$ cat src/rtl/simmem_wburst_tracker_pkg.sv
// Shared defaults and derived widths for the write-burst tracker.
// The tracker pairs W beats with AW requests and reports completed bursts.
package simmem_wburst_tracker_pkg;

    localparam int unsigned DefaultIidWidth    = 6;
    localparam int unsigned DefaultMaxBurstLen = 16;
    localparam int unsigned DefaultAddrDepth   = 8;
    localparam int unsigned DefaultMaxOrphans  = DefaultMaxBurstLen * DefaultAddrDepth;

    // Length is encoded as beats-1, so MaxBurstLen values fit in clog2(MaxBurstLen) bits
    localparam int unsigned DefaultLenWidth    = $clog2(DefaultMaxBurstLen);
    localparam int unsigned DefaultRcvdWidth   = $clog2(DefaultMaxBurstLen + 1);
    localparam int unsigned DefaultPendWidth   = $clog2(DefaultAddrDepth + 1);
    localparam int unsigned DefaultOrphWidth   = $clog2(DefaultMaxOrphans + 1);

    // One pending write address as held in the queue
    typedef struct packed {
        logic [DefaultIidWidth-1:0] iid;
        logic [DefaultLenWidth-1:0] len;
    } wburst_entry_t;

endpackage

$ cat src/rtl/simmem_wburst_tracker_if.sv
// Bus bundle between the AW/W snoop side, the delay calculator core and the tracker.
// The master drives snooped requests and the completion ready; the tracker is the slave.
interface simmem_wburst_tracker_if
    import simmem_wburst_tracker_pkg::*;
#(
    parameter int unsigned IidWidth  = DefaultIidWidth,
    parameter int unsigned LenWidth  = DefaultLenWidth,
    parameter int unsigned PendWidth = DefaultPendWidth,
    parameter int unsigned OrphWidth = DefaultOrphWidth
);

    logic                 waddr_valid_i;
    logic                 waddr_ready_o;
    logic [IidWidth-1:0]  waddr_iid_i;
    logic [LenWidth-1:0]  waddr_len_i;
    logic                 wdata_valid_i;
    logic                 wdata_ready_o;
    logic                 wdone_valid_o;
    logic                 wdone_ready_i;
    logic [IidWidth-1:0]  wdone_iid_o;
    logic [PendWidth-1:0] pending_cnt_o;
    logic [OrphWidth-1:0] orphan_cnt_o;

    modport master (
        output waddr_valid_i, waddr_iid_i, waddr_len_i, wdata_valid_i, wdone_ready_i,
        input  waddr_ready_o, wdata_ready_o, wdone_valid_o, wdone_iid_o,
               pending_cnt_o, orphan_cnt_o
    );

    modport slave (
        input  waddr_valid_i, waddr_iid_i, waddr_len_i, wdata_valid_i, wdone_ready_i,
        output waddr_ready_o, wdata_ready_o, wdone_valid_o, wdone_iid_o,
               pending_cnt_o, orphan_cnt_o
    );

endinterface

$ cat src/rtl/simmem_wburst_fifo.sv
// Generic circular FIFO with registered occupancy.
// Besides the head it exposes the low PeekWidth bits of the entry behind the head,
// so the owner can prepare for the entry that a pop is about to expose.
module simmem_wburst_fifo #(
    parameter int unsigned Width     = 10,
    parameter int unsigned Depth     = 8,
    parameter int unsigned PeekWidth = Width,
    localparam int unsigned PtrWidth = (Depth > 1) ? $clog2(Depth) : 1,
    localparam int unsigned CntWidth = $clog2(Depth + 1)
) (
    input  logic                 clk_i,
    input  logic                 rst_i,
    input  logic                 push_i,
    input  logic [Width-1:0]     data_i,
    input  logic                 pop_i,
    output logic [Width-1:0]     head_o,
    output logic [PeekWidth-1:0] next_o,
    output logic [CntWidth-1:0]  count_o,
    output logic                 empty_o
);

    logic [Width-1:0]    mem_q [Depth];
    logic [PtrWidth-1:0] wr_ptr_q;
    logic [PtrWidth-1:0] rd_ptr_q;
    logic [PtrWidth-1:0] rd_next;
    logic [CntWidth-1:0] count_q;
    logic                do_push;
    logic                do_pop;

    function automatic logic [PtrWidth-1:0] ptr_inc(input logic [PtrWidth-1:0] p);
        return (p == PtrWidth'(Depth - 1)) ? '0 : p + PtrWidth'(1);
    endfunction

    assign do_push = push_i && (count_q != CntWidth'(Depth));
    assign do_pop  = pop_i && (count_q != '0);
    assign rd_next = ptr_inc(rd_ptr_q);
    assign head_o  = mem_q[rd_ptr_q];
    assign next_o  = mem_q[rd_next][PeekWidth-1:0];
    assign count_o = count_q;
    assign empty_o = (count_q == '0);

    // Storage is data only; validity comes from the pointers, so it needs no reset
    always_ff @(posedge clk_i) begin
        if (do_push) begin
            mem_q[wr_ptr_q] <= data_i;
        end
    end

    // Pointers and occupancy advance on accepted pushes and pops
    always_ff @(posedge clk_i or posedge rst_i) begin
        if (rst_i) begin
            wr_ptr_q <= '0;
            rd_ptr_q <= '0;
            count_q  <= '0;
        end else begin
            if (do_push) begin
                wr_ptr_q <= ptr_inc(wr_ptr_q);
            end
            if (do_pop) begin
                rd_ptr_q <= rd_next;
            end
            count_q <= count_q + CntWidth'(do_push) - CntWidth'(do_pop);
        end
    end

endmodule

$ cat src/rtl/simmem_wburst_tracker.sv
// Write-burst tracker: pairs W beats with AW requests in AW order and emits one
// ordered completion per burst. Beats without an address wait in an orphan counter
// and are absorbed by whichever entry next becomes head of the queue.
module simmem_wburst_tracker
    import simmem_wburst_tracker_pkg::*;
#(
    parameter int unsigned IidWidth       = DefaultIidWidth,
    parameter int unsigned MaxBurstLen    = DefaultMaxBurstLen,
    parameter int unsigned AddrDepth      = DefaultAddrDepth,
    parameter int unsigned MaxOrphanBeats = MaxBurstLen * AddrDepth
) (
    input logic clk_i,
    input logic rst_i,
    simmem_wburst_tracker_if.slave bus
);

    localparam int unsigned LenWidth   = $clog2(MaxBurstLen);
    localparam int unsigned RcvdWidth  = $clog2(MaxBurstLen + 1);
    localparam int unsigned PendWidth  = $clog2(AddrDepth + 1);
    localparam int unsigned OrphWidth  = $clog2(MaxOrphanBeats + 1);
    localparam int unsigned EntryWidth = IidWidth + LenWidth;

    logic [EntryWidth-1:0] head_entry;
    logic [LenWidth-1:0]   next_len;
    logic [PendWidth-1:0]  pending_q;
    logic                  empty;
    logic [IidWidth-1:0]   head_iid;
    logic [LenWidth-1:0]   head_len;

    logic [RcvdWidth-1:0]  rcvd_q, rcvd_d;
    logic [OrphWidth-1:0]  orphan_q, orphan_d;
    logic                  out_valid_q;
    logic [IidWidth-1:0]   out_iid_q;

    logic                  push;
    logic                  pop;
    logic                  w_hs;
    logic                  head_complete;
    logic                  to_head;
    logic                  new_head;
    logic [LenWidth-1:0]   new_len;
    logic [OrphWidth-1:0]  orphan_sum;
    logic [OrphWidth-1:0]  new_need;
    logic [OrphWidth-1:0]  take;

    simmem_wburst_fifo #(
        .Width    (EntryWidth),
        .Depth    (AddrDepth),
        .PeekWidth(LenWidth)
    ) u_fifo (
        .clk_i  (clk_i),
        .rst_i  (rst_i),
        .push_i (push),
        .data_i ({bus.waddr_iid_i, bus.waddr_len_i}),
        .pop_i  (pop),
        .head_o (head_entry),
        .next_o (next_len),
        .count_o(pending_q),
        .empty_o(empty)
    );

    assign head_iid = head_entry[EntryWidth-1:LenWidth];
    assign head_len = head_entry[LenWidth-1:0];

    // Ready terms use registered state only, so a same-cycle pop never raises them
    assign bus.waddr_ready_o = (pending_q < PendWidth'(AddrDepth));
    assign bus.wdata_ready_o = (orphan_q != OrphWidth'(MaxOrphanBeats));
    assign bus.wdone_valid_o = out_valid_q;
    assign bus.wdone_iid_o   = out_iid_q;
    assign bus.pending_cnt_o = pending_q;
    assign bus.orphan_cnt_o  = orphan_q;

    assign push          = bus.waddr_valid_i && bus.waddr_ready_o;
    assign w_hs          = bus.wdata_valid_i && bus.wdata_ready_o;
    assign head_complete = !empty && (rcvd_q == (RcvdWidth'(head_len) + RcvdWidth'(1)));
    assign pop           = head_complete && (!out_valid_q || bus.wdone_ready_i);
    assign to_head       = !empty && !head_complete;

    // Route the beat, then let a freshly exposed head soak up as many orphans as it needs
    always_comb begin
        orphan_sum = orphan_q + OrphWidth'(w_hs && !to_head);
        rcvd_d     = rcvd_q + RcvdWidth'(w_hs && to_head);
        orphan_d   = orphan_sum;
        new_head   = pop ? ((pending_q > PendWidth'(1)) || push) : (push && empty);
        new_len    = (pop && (pending_q > PendWidth'(1))) ? next_len : bus.waddr_len_i;
        new_need   = OrphWidth'(new_len) + OrphWidth'(1);
        take       = (orphan_sum < new_need) ? orphan_sum : new_need;
        if (new_head) begin
            rcvd_d   = RcvdWidth'(take);
            orphan_d = orphan_sum - take;
        end else if (pop) begin
            rcvd_d = '0;
        end
    end

    // Head beat count and orphan pool
    always_ff @(posedge clk_i or posedge rst_i) begin
        if (rst_i) begin
            rcvd_q   <= '0;
            orphan_q <= '0;
        end else begin
            rcvd_q   <= rcvd_d;
            orphan_q <= orphan_d;
        end
    end

    // One-entry completion register; held steady while the core stalls it
    always_ff @(posedge clk_i or posedge rst_i) begin
        if (rst_i) begin
            out_valid_q <= 1'b0;
            out_iid_q   <= '0;
        end else if (pop) begin
            out_valid_q <= 1'b1;
            out_iid_q   <= head_iid;
        end else if (bus.wdone_ready_i) begin
            out_valid_q <= 1'b0;
        end
    end

endmodule

$ cat src/flat_wrapper.sv
// flat-port wrapper written by rule: the top's interface ports become plain ports
module simmem_wburst_tracker_flat import simmem_wburst_tracker_pkg::*;
#(
    parameter int unsigned IidWidth       = DefaultIidWidth,
    parameter int unsigned MaxBurstLen    = DefaultMaxBurstLen,
    parameter int unsigned AddrDepth      = DefaultAddrDepth,
    parameter int unsigned MaxOrphanBeats = MaxBurstLen * AddrDepth
)
  (clk_i, rst_i, bus_waddr_valid_i, bus_waddr_iid_i, bus_waddr_len_i, bus_wdata_valid_i, bus_wdone_ready_i, bus_waddr_ready_o, bus_wdata_ready_o, bus_wdone_valid_o, bus_wdone_iid_o, bus_pending_cnt_o, bus_orphan_cnt_o);
  simmem_wburst_tracker_if #(.IidWidth(IidWidth)) bus_i ();
  input logic clk_i;
  input logic rst_i;
  input wire logic [$bits(bus_i.waddr_valid_i)-1:0] bus_waddr_valid_i;
  input wire logic [$bits(bus_i.waddr_iid_i)-1:0] bus_waddr_iid_i;
  input wire logic [$bits(bus_i.waddr_len_i)-1:0] bus_waddr_len_i;
  input wire logic [$bits(bus_i.wdata_valid_i)-1:0] bus_wdata_valid_i;
  input wire logic [$bits(bus_i.wdone_ready_i)-1:0] bus_wdone_ready_i;
  output wire logic [$bits(bus_i.waddr_ready_o)-1:0] bus_waddr_ready_o;
  output wire logic [$bits(bus_i.wdata_ready_o)-1:0] bus_wdata_ready_o;
  output wire logic [$bits(bus_i.wdone_valid_o)-1:0] bus_wdone_valid_o;
  output wire logic [$bits(bus_i.wdone_iid_o)-1:0] bus_wdone_iid_o;
  output wire logic [$bits(bus_i.pending_cnt_o)-1:0] bus_pending_cnt_o;
  output wire logic [$bits(bus_i.orphan_cnt_o)-1:0] bus_orphan_cnt_o;
  assign bus_i.waddr_valid_i = bus_waddr_valid_i;
  assign bus_i.waddr_iid_i = bus_waddr_iid_i;
  assign bus_i.waddr_len_i = bus_waddr_len_i;
  assign bus_i.wdata_valid_i = bus_wdata_valid_i;
  assign bus_i.wdone_ready_i = bus_wdone_ready_i;
  assign bus_waddr_ready_o = bus_i.waddr_ready_o;
  assign bus_wdata_ready_o = bus_i.wdata_ready_o;
  assign bus_wdone_valid_o = bus_i.wdone_valid_o;
  assign bus_wdone_iid_o = bus_i.wdone_iid_o;
  assign bus_pending_cnt_o = bus_i.pending_cnt_o;
  assign bus_orphan_cnt_o = bus_i.orphan_cnt_o;
  simmem_wburst_tracker #(.IidWidth(IidWidth), .MaxBurstLen(MaxBurstLen), .AddrDepth(AddrDepth), .MaxOrphanBeats(MaxOrphanBeats)) u_core (.clk_i(clk_i), .rst_i(rst_i), .bus(bus_i));
endmodule
$ cat config.mk
export PLATFORM = sky130hd
export DESIGN_NAME = simmem_wburst_tracker_flat
export DESIGN_NICKNAME = d
export VERILOG_FILES = /design/src/rtl/simmem_wburst_tracker_pkg.sv /design/src/rtl/simmem_wburst_tracker_if.sv /design/src/rtl/simmem_wburst_fifo.sv /design/src/rtl/simmem_wburst_tracker.sv /design/src/flat_wrapper.sv
export SDC_FILE = /design/constraint.sdc
export NUM_CORES = 1
export LEC_CHECK = 0
export CAP_MARGIN = 10
export CORE_MARGIN = 2
export CORE_UTILIZATION = 59
export CTS_CLUSTER_DIAMETER = 150
export DETAILED_ROUTE_END_ITERATION = 6
export PLACE_DENSITY_LB_ADDON = 0.12
export SLEW_MARGIN = 5
export SYNTH_ARGS = -nofsm -noshare
export SYNTH_HDL_FRONTEND = slang
export SYNTH_HIERARCHICAL = 1
export SYNTH_SLANG_ARGS = --single-unit
$ cat constraint.sdc
create_clock -name clk_i -period 8.5 [get_ports clk_i]
set_input_delay 0.85 -clock clk_i [delete_from_list [all_inputs] [get_ports clk_i]]
set_output_delay 0.85 -clock clk_i [all_outputs]
set_load 0.02 [all_outputs]
==> results of run 1 <==
## final timing paths
check	to	slack, ps	cells after the start	start
max in group asynchronous	u_core/rcvd_q[3]	6960	2	rst_i
hold reg to reg	u_core/bus.wdone_iid_o[2]	490	2	u_core/bus.wdone_iid_o[2]
hold / removal	u_core/bus.wdone_iid_o[2]	490	2	u_core/bus.wdone_iid_o[2]
setup reg to reg	u_core/bus.orphan_cnt_o[7]	1110	27	u_core/u_fifo/rd_ptr_q[1]
min in group asynchronous	u_core/u_fifo/count_o[3]	800	2	rst_i
setup / recovery	u_core/bus.orphan_cnt_o[7]	1110	27	u_core/u_fifo/rd_ptr_q[1]
## critical path: cells and delay by family (launching register included)
family / cells / cell delay, ps
AOI/OAI and AO/OA: 9 / 2430
adders and majority gates: 5 / 1320
muxes: 3 / 1130
DFF: 1 / 770
and+or+nand+nor: 6 / 760
buffers and inverters: 2 / 460
xor gates and xnor gates: 2 / 420
## per-layer routing
metal / share of wire (%) / track usage, % / up-vias
met1: 45 / 35.4 / 1799
met5: 0 / 0 / -
li1: - / - / 1669
met3: 5.0 / 3.08 / 15
met2: 48 / 38.4 / 95
met4: 1.7 / 7.38 / 0
## metrics by stage
step / cell area (µm²) / power, W / setup slack, ps
global placement: 6210 / 0.00207 / 1370
finish: 6410 / 0.00241 / 1110
floorplan: 5710 / 0.00176 / 2550
CTS: 6410 / 0.00242 / 1140
detailed placement: 6210 / 0.00211 / 1160
global route: 6410 / 0.00260 / 464
## cell families after synthesis
logic type               count (synthesis)  synth area share (%)
XOR/XNOR                                23                  3.53
adder cells (fa/ha/maj)                 26                  5.96
AND/OR/NAND/NOR                        101                  9.00
buffers and inverters                   32                  2.76
AO/OA/AOI/OAI                           73                  10.2
multiplexers                            45                  13.3
flip-flops                             110                  55.2
## cell type report
| class | count | area (µm²) |
|---|---|---|
| clock inverter | 7 | 76.3 |
| timing repair buffer | 43 | 410 |
| fill | 665 | 2920 |
| tap | 129 | 161 |
| sequential | 110 | 3150 |
| multi-input combinational | 268 | 2420 |
| inverter | 19 | 71.3 |
| clock buffer | 9 | 124 |
## state kept, by name, summed over array words and instances, names as in the netlist
name / flops
u_core/u_fifo/count_o: 4
u_core/u_fifo/rd_ptr_q: 3
u_core/bus.wdone_valid_o: 1
u_core/bus.wdone_iid_o: 6
u_core/u_fifo/wr_ptr_q: 3
u_core/u_fifo/mem_q: 80
u_core/bus.orphan_cnt_o: 8
u_core/rcvd_q: 5
## power by group through the flow
stage / logic, W / clock network [W] / registers (W)
4_1_cts: 0.00128 / 0.000318 / 0.000821
3_5_place_dp: 0.00127 / 0 / 0.000833
5_1_grt: 0.00142 / 0.000338 / 0.000839
2_1_floorplan: 0.000935 / 0 / 0.000824
3_3_place_gp: 0.00124 / 0 / 0.000829
6_report: 0.00128 / 0.000308 / 0.000819
## cell usage in the layout (no fill, tap or decap), drive strengths merged, types with 5 or more instances in the layout
master and n:
edfxtp 80, nand2 36, clkdlybuf4s50 35, dfrtp 30, ha 24, inv 22
mux4 20, o21a 19, mux2 18, nor2 15, xor2 12, a211oi 12
xnor2 11, nand3 10, clkbuf 9, nor3 8, buf 8, o21ai 8
nor4 8, nand2b 7, mux2i 7, a21oi 6, o2111ai 5, o311ai 5
==> results by group, run 1 <==
Synthesis
  – Post-synth top flop: edfxtp_1
  – Area contributors post-synth: edfxtp_1 (42%), dfrtp_1 (13%), ha_1 (5.3%), mux4_2 (4.7%), mux4_1 (3.7%)
  – Asr flop ratio synth: between 20% and 30%
  – Share of the synthesized area in the top cell type: 42.1%
  – Gate Count Post-Synth: 410
  – Cell taking the most area after synthesis: edfxtp_1
  – Most frequent cells after synthesis: edfxtp_1 (80), nand2_1 (36), dfrtp_1 (30)
  – Post-synthesis cell area: 5710 µm²
  – Most frequent cell after synthesis: edfxtp_1
  – Synth cell types: 58
  – Synth Register Bits: 110
  – Syn avg cell area: 13.9 µm²
  – Seq/Total Area, Yosys: 55.2%
  – Syn. warnings: 6
  – Number of synthesized flops with an enable pin: 80
  – Syn nets: 451

Floorplan
  – Die Footprint: 10500 µm²
  – Site Rows: 35
  – Die Span Y: 102 µm
  – Die W: roughly 100 µm
  – I/O Pins: 36
  – CORE AREA: 9330 µm²
  – Starting density of the core: 61.2%

Placed design
  – I/O Buffers: 35
  – GP Congestion: 0.837
  – Dpl hpwl: around 8000 µm
  – DP Cell Count: roughly 570

Drt
  – TritonRoute pass-1 iters: 4
  – Via Count: 3578
  – Drt wl/cell: 20.1 µm
  – Detailed Route WL: about 12000 µm
  – Initial DRC count: 238
  – Drt drc: 0
  – Post-route ant nets: 0
  – Via density: 6.12

Power and ir drop
  – Logic pwr share: 53.2%
  – Net Sw Frac: 42.7%
  – Clock share of power: 12.8%
  – Max VDD drop: 0.207 mV
  – Int Pwr: 0.00138 W
  – Switching pwr: 0.00103 W
  – P_leak: around 2.3 nW
  – PD cells: between 300 and 400 nW/µm²
  – Flop pwr share: 34.0%

Clock tree
  – Post-cts gate resize count: 0
  – CTS tree: done
  – Clk_lat worst skew: 370 ps
  – Post-CTS setup buffers: 0
  – Maximum buffer depth of the clock tree: 2
  – Clock sinks: 110
  – Clk slew on worst S/H paths: between 100 and 150 ps
  – Cts bufs inserted: 9
  – Root buffer cell: clkbuf_8
  – Hold-fix buffers, CTS: 0
  – Htree depth: 3

Cells and area
  – Final net count: 492
  – Non-Filler Instances: roughly 590
  – Fraction of layout cells with a size suffix above 1: around 15%
  – Fin util: 68.7%
  – Layout area overhead: 12.3%
  – N_diodes: 0

Critical path
  – Startpoint types: flip-flop
  – Cell mode on critical path: ha_1
  – WP data arrival: between 7000 and 8000 ps
  – Critical Path Slowest Stage Cell: dfrtp_1
  – Largest stage delay on the critical path: 770 ps
  – CP required: ~8800 ps
  – Peak fanout along the critical path: 13
  – CP endpoint kind: flip-flop
  – Setup Crit Path Kind: reg -> reg

STA
  – Unrepaired setup endpoints after global routing: no
  – Slew headroom: 15.7%
  – Setup TNS: 0 ps
  – Final setup violation count: 0
  – Max Freq: 135 MHz
  – Slew Limit Fails: 0
  – Final hold vios: 0
  – Min Tclk post-route: between 7000 and 8000 ps
  – Worst slew pin tran: 1260 ps
  – Fin crit share: 87.0%
  – Hold_ws: between 400 and 500 ps
  – Skew final: 14.2 ps

Global route
  – Total GRT Usage: 24.2%
  – Total gr overflow: 0
  – Vias in the first global route: 3563
  – Initial antenna violation count: 0
  – Largest net degree at the start of global routing: 23
  – Global-route wire length before repair: around 19000 µm

Status
  – Status: finished, final reports clean

Job
  – Max-Cap Viols: 0

Worst hold path
  – Worst min-delay path class: reg -> reg
No activity file was read; power rests on OpenSTA's default activity.
==> run 2: changes to the inputs <==
--- a/config.mk
+++ b/config.mk
@@ -6,13 +6,14 @@
 export NUM_CORES = 1
 export LEC_CHECK = 0
 export CAP_MARGIN = 10
-export CORE_MARGIN = 2
 export CORE_UTILIZATION = 59
 export CTS_CLUSTER_DIAMETER = 150
 export DETAILED_ROUTE_END_ITERATION = 6
 export PLACE_DENSITY_LB_ADDON = 0.12
+export SKIP_CTS_REPAIR_TIMING = 1
 export SLEW_MARGIN = 5
 export SYNTH_ARGS = -nofsm -noshare
 export SYNTH_HDL_FRONTEND = slang
 export SYNTH_HIERARCHICAL = 1
 export SYNTH_SLANG_ARGS = --single-unit
+export TNS_END_PERCENT = 50
==> results by group, run 2 (synthesized netlist as in run 1, its figures left out) <==
Floorplan
  – Die W: 100 µm (-2.0%)
  – Starting density of the core: 61.2% (unchanged)
  – I/O Pins: 36 (unchanged)
  – Site Rows: 35 (unchanged)
  – Die Footprint: 10100 µm² (-3.9%)
  – CORE AREA: 9330 µm² (unchanged)
  – Die Span Y: 100 µm (-2.0%)

Drt
  – Detailed Route WL: 11800 µm (-0.25%)
  – Via Count: 3580 (+0.056%)
  – Initial DRC count: 170 (-29%)
  – Post-route ant nets: 0 (unchanged)
  – Drt wl/cell: 20.1 µm (-0.42%)
  – Via density: 6.11 (-0.11%)
  – TritonRoute pass-1 iters: 5 (+1)
  – Drt drc: 0 (unchanged)

Critical path
  – Startpoint types: flip-flop
  – Critical Path Slowest Stage Cell: dfrtp_1
  – Largest stage delay on the critical path: 640 ps (-130 ps)
  – Crit path max-delay family: compound AO/OA/AOI/OAI gates
  – Buffer and inverter count on the worst path: 2 (unchanged)
  – Setup Crit Path Kind: reg -> reg
  – Cell mode on critical path: ha_1
  – CP required: 8750 ps (about the same)
  – CP endpoint kind: flip-flop
  – Peak fanout along the critical path: 12 (-1)
  – WP data arrival: 7500 ps (-150 ps)

Placed design
  – I/O Buffers: 35 (unchanged)
  – Pre-CTS WS: 1340 ps (+178 ps)
  – GP Congestion: 0.844 (+0.88%)
  – Dpl hpwl: 8110 µm (+0.48%)

Global route
  – Largest net degree at the start of global routing: 21 (-8.7%)
  – Total gr overflow: 0 (unchanged)
  – Initial antenna violation count: 0 (unchanged)
  – Vias in the first global route: 3577 (+0.39%)
  – Global-route wire length before repair: 19100 µm (+1.1%)
  – Total GRT Usage: 25.7% (+1.5 points)

Cells and area
  – N_diodes: 0 (unchanged)
  – FF+latch area: 3150 µm² (unchanged)
  – Area of the multi-input gates: 2420 µm² (unchanged)
  – Fillers: 656 (-1.4%)
  – Final net count: 493 (+0.20%)
  – Most common cell after layout, fill and taps aside: edfxtp_1
  – Register with the most flip-flops: u_core/u_fifo/mem_q
  – Max FFs per register: 80 (unchanged)
  – Layout area overhead: 12.2% (about the same)
  – Fraction of layout cells with a size suffix above 1: 15.1% (+0.19 points)
  – Most frequent cells in the layout: edfxtp_1 (80), nand2_1 (36), clkdlybuf4s50_1 (35), dfrtp_1 (30), ha_1 (24)

Power and ir drop
  – PD cells: 374 nW/µm² (-0.62%)
  – Clock share of power: 12.6% (-0.2 points)
  – Logic pwr share: 53.2% (about the same)
  – Int Pwr: 0.00138 W (-0.18%)
  – Switching pwr: 0.00102 W (-1.3%)
  – P_leak: 2.33 nW (about the same)
  – Flop pwr share: 34.2% (+0.2 points)
  – Net Sw Frac: 42.4% (-0.28 points)
  – Max VDD drop: 0.173 mV (-17%)

Clock tree
  – CTS tree: done
  – Root buffer cell: clkbuf_8
  – Maximum buffer depth of the clock tree: 2 (unchanged)
  – Clk slew on worst S/H paths: 110 ps (about the same)
  – Cts bufs inserted: 9 (unchanged)
  – Clk_lat worst skew: 370 ps (about the same)
  – Clock sinks: 110 (unchanged)
  – Htree depth: 3 (unchanged)

Status
  – Status: finished, final reports clean

Job
  – Max-Cap Viols: 0 (unchanged)

STA
  – Slew headroom: 22.4% (+6.7 points)
  – Max Freq: 138 MHz (+2.0%)
  – Setup TNS: 0 ps (unchanged)
  – Final setup margin: 1250 ps (+142 ps)
  – Min Tclk post-route: 7250 ps (-142 ps)
  – Unrepaired setup endpoints after global routing: no
  – Final hold vios: 0 (unchanged)
  – Worst slew pin tran: 1160 ps (-99.5 ps)
  – Slew Limit Fails: 0 (unchanged)
  – Final setup violation count: 0 (unchanged)
  – Skew final: 14.4 ps (+0.189 ps)
  – Fin crit share: 85.3% (-1.7 points)

Worst hold path
  – Worst min-delay path class: reg -> reg
==> run 2: final timing paths <==
| kind | start | to | slack [ps] | cells after the start |
|---|---|---|---|---|
| worst max register to register | u_core/u_fifo/rd_ptr_q[1] | u_core/bus.orphan_cnt_o[7] | 1250 | 27 |
| worst min register to register | u_core/bus.wdone_iid_o[0] | u_core/bus.wdone_iid_o[0] | 480 | 2 |
| worst max-delay path | u_core/u_fifo/rd_ptr_q[1] | u_core/bus.orphan_cnt_o[7] | 1250 | 27 |
| worst min-delay path | u_core/bus.wdone_iid_o[0] | u_core/bus.wdone_iid_o[0] | 480 | 2 |
| max in group asynchronous | rst_i | u_core/rcvd_q[0] | 6990 | 2 |
| min in group asynchronous | rst_i | u_core/u_fifo/count_o[3] | 800 | 2 |
==> run 2: stage by stage <==
step	hold WS (ps)	util [%]	power [W]	cell area, µm²	instances
final	483	68.7	0.00239	6410	586
after global routing	516	68.7	0.00258	6410	586
after CTS	490	68.7	0.00240	6410	586
after detailed placement	466	66.7	0.00210	6220	570
after global placement	460	66.7	0.00207	6220	570
after floorplan	578	-	0.00176	5710	410
==> run 2: cell type report <==
class | count | share of cell area, %
Clock buffer | 9 | 1.93
Timing Repair Buffer | 44 | 6.52
Clock inverter | 7 | 1.03
Sequential cell | 110 | 49.2
Tap cell | 129 | 2.52
Multi-Input combinational cell | 268 | 37.7
Inverter | 19 | 1.11
==> run 2: power groups by stage <==
stage	clock network [W]	registers, W	logic [W]
2_1_floorplan	0	0.000824	0.000935
4_1_cts	0.000308	0.000820	0.00127
5_1_grt	0.000329	0.000838	0.00141
3_3_place_gp	0	0.000827	0.00124
6_report	0.000301	0.000819	0.00127
3_5_place_dp	0	0.000831	0.00127
==> run 2: worst min-delay path, cell delays in order, from the launching register on <==
cell and delay (ps):
dfrtp_1 350, nand2_1 50, nand2_1 60
==> run 2: metal layers <==
| metal | track usage [%] | up-vias | share of wire (%) |
|---|---|---|---|
| li1 | - | 1677 | - |
| met1 | 37.9 | 1783 | 46 |
| met2 | 39.8 | 104 | 47 |
| met3 | 3.83 | 16 | 5.6 |
| met4 | 8.36 | 0 | 1.4 |
| met5 | 0 | - | 0 |
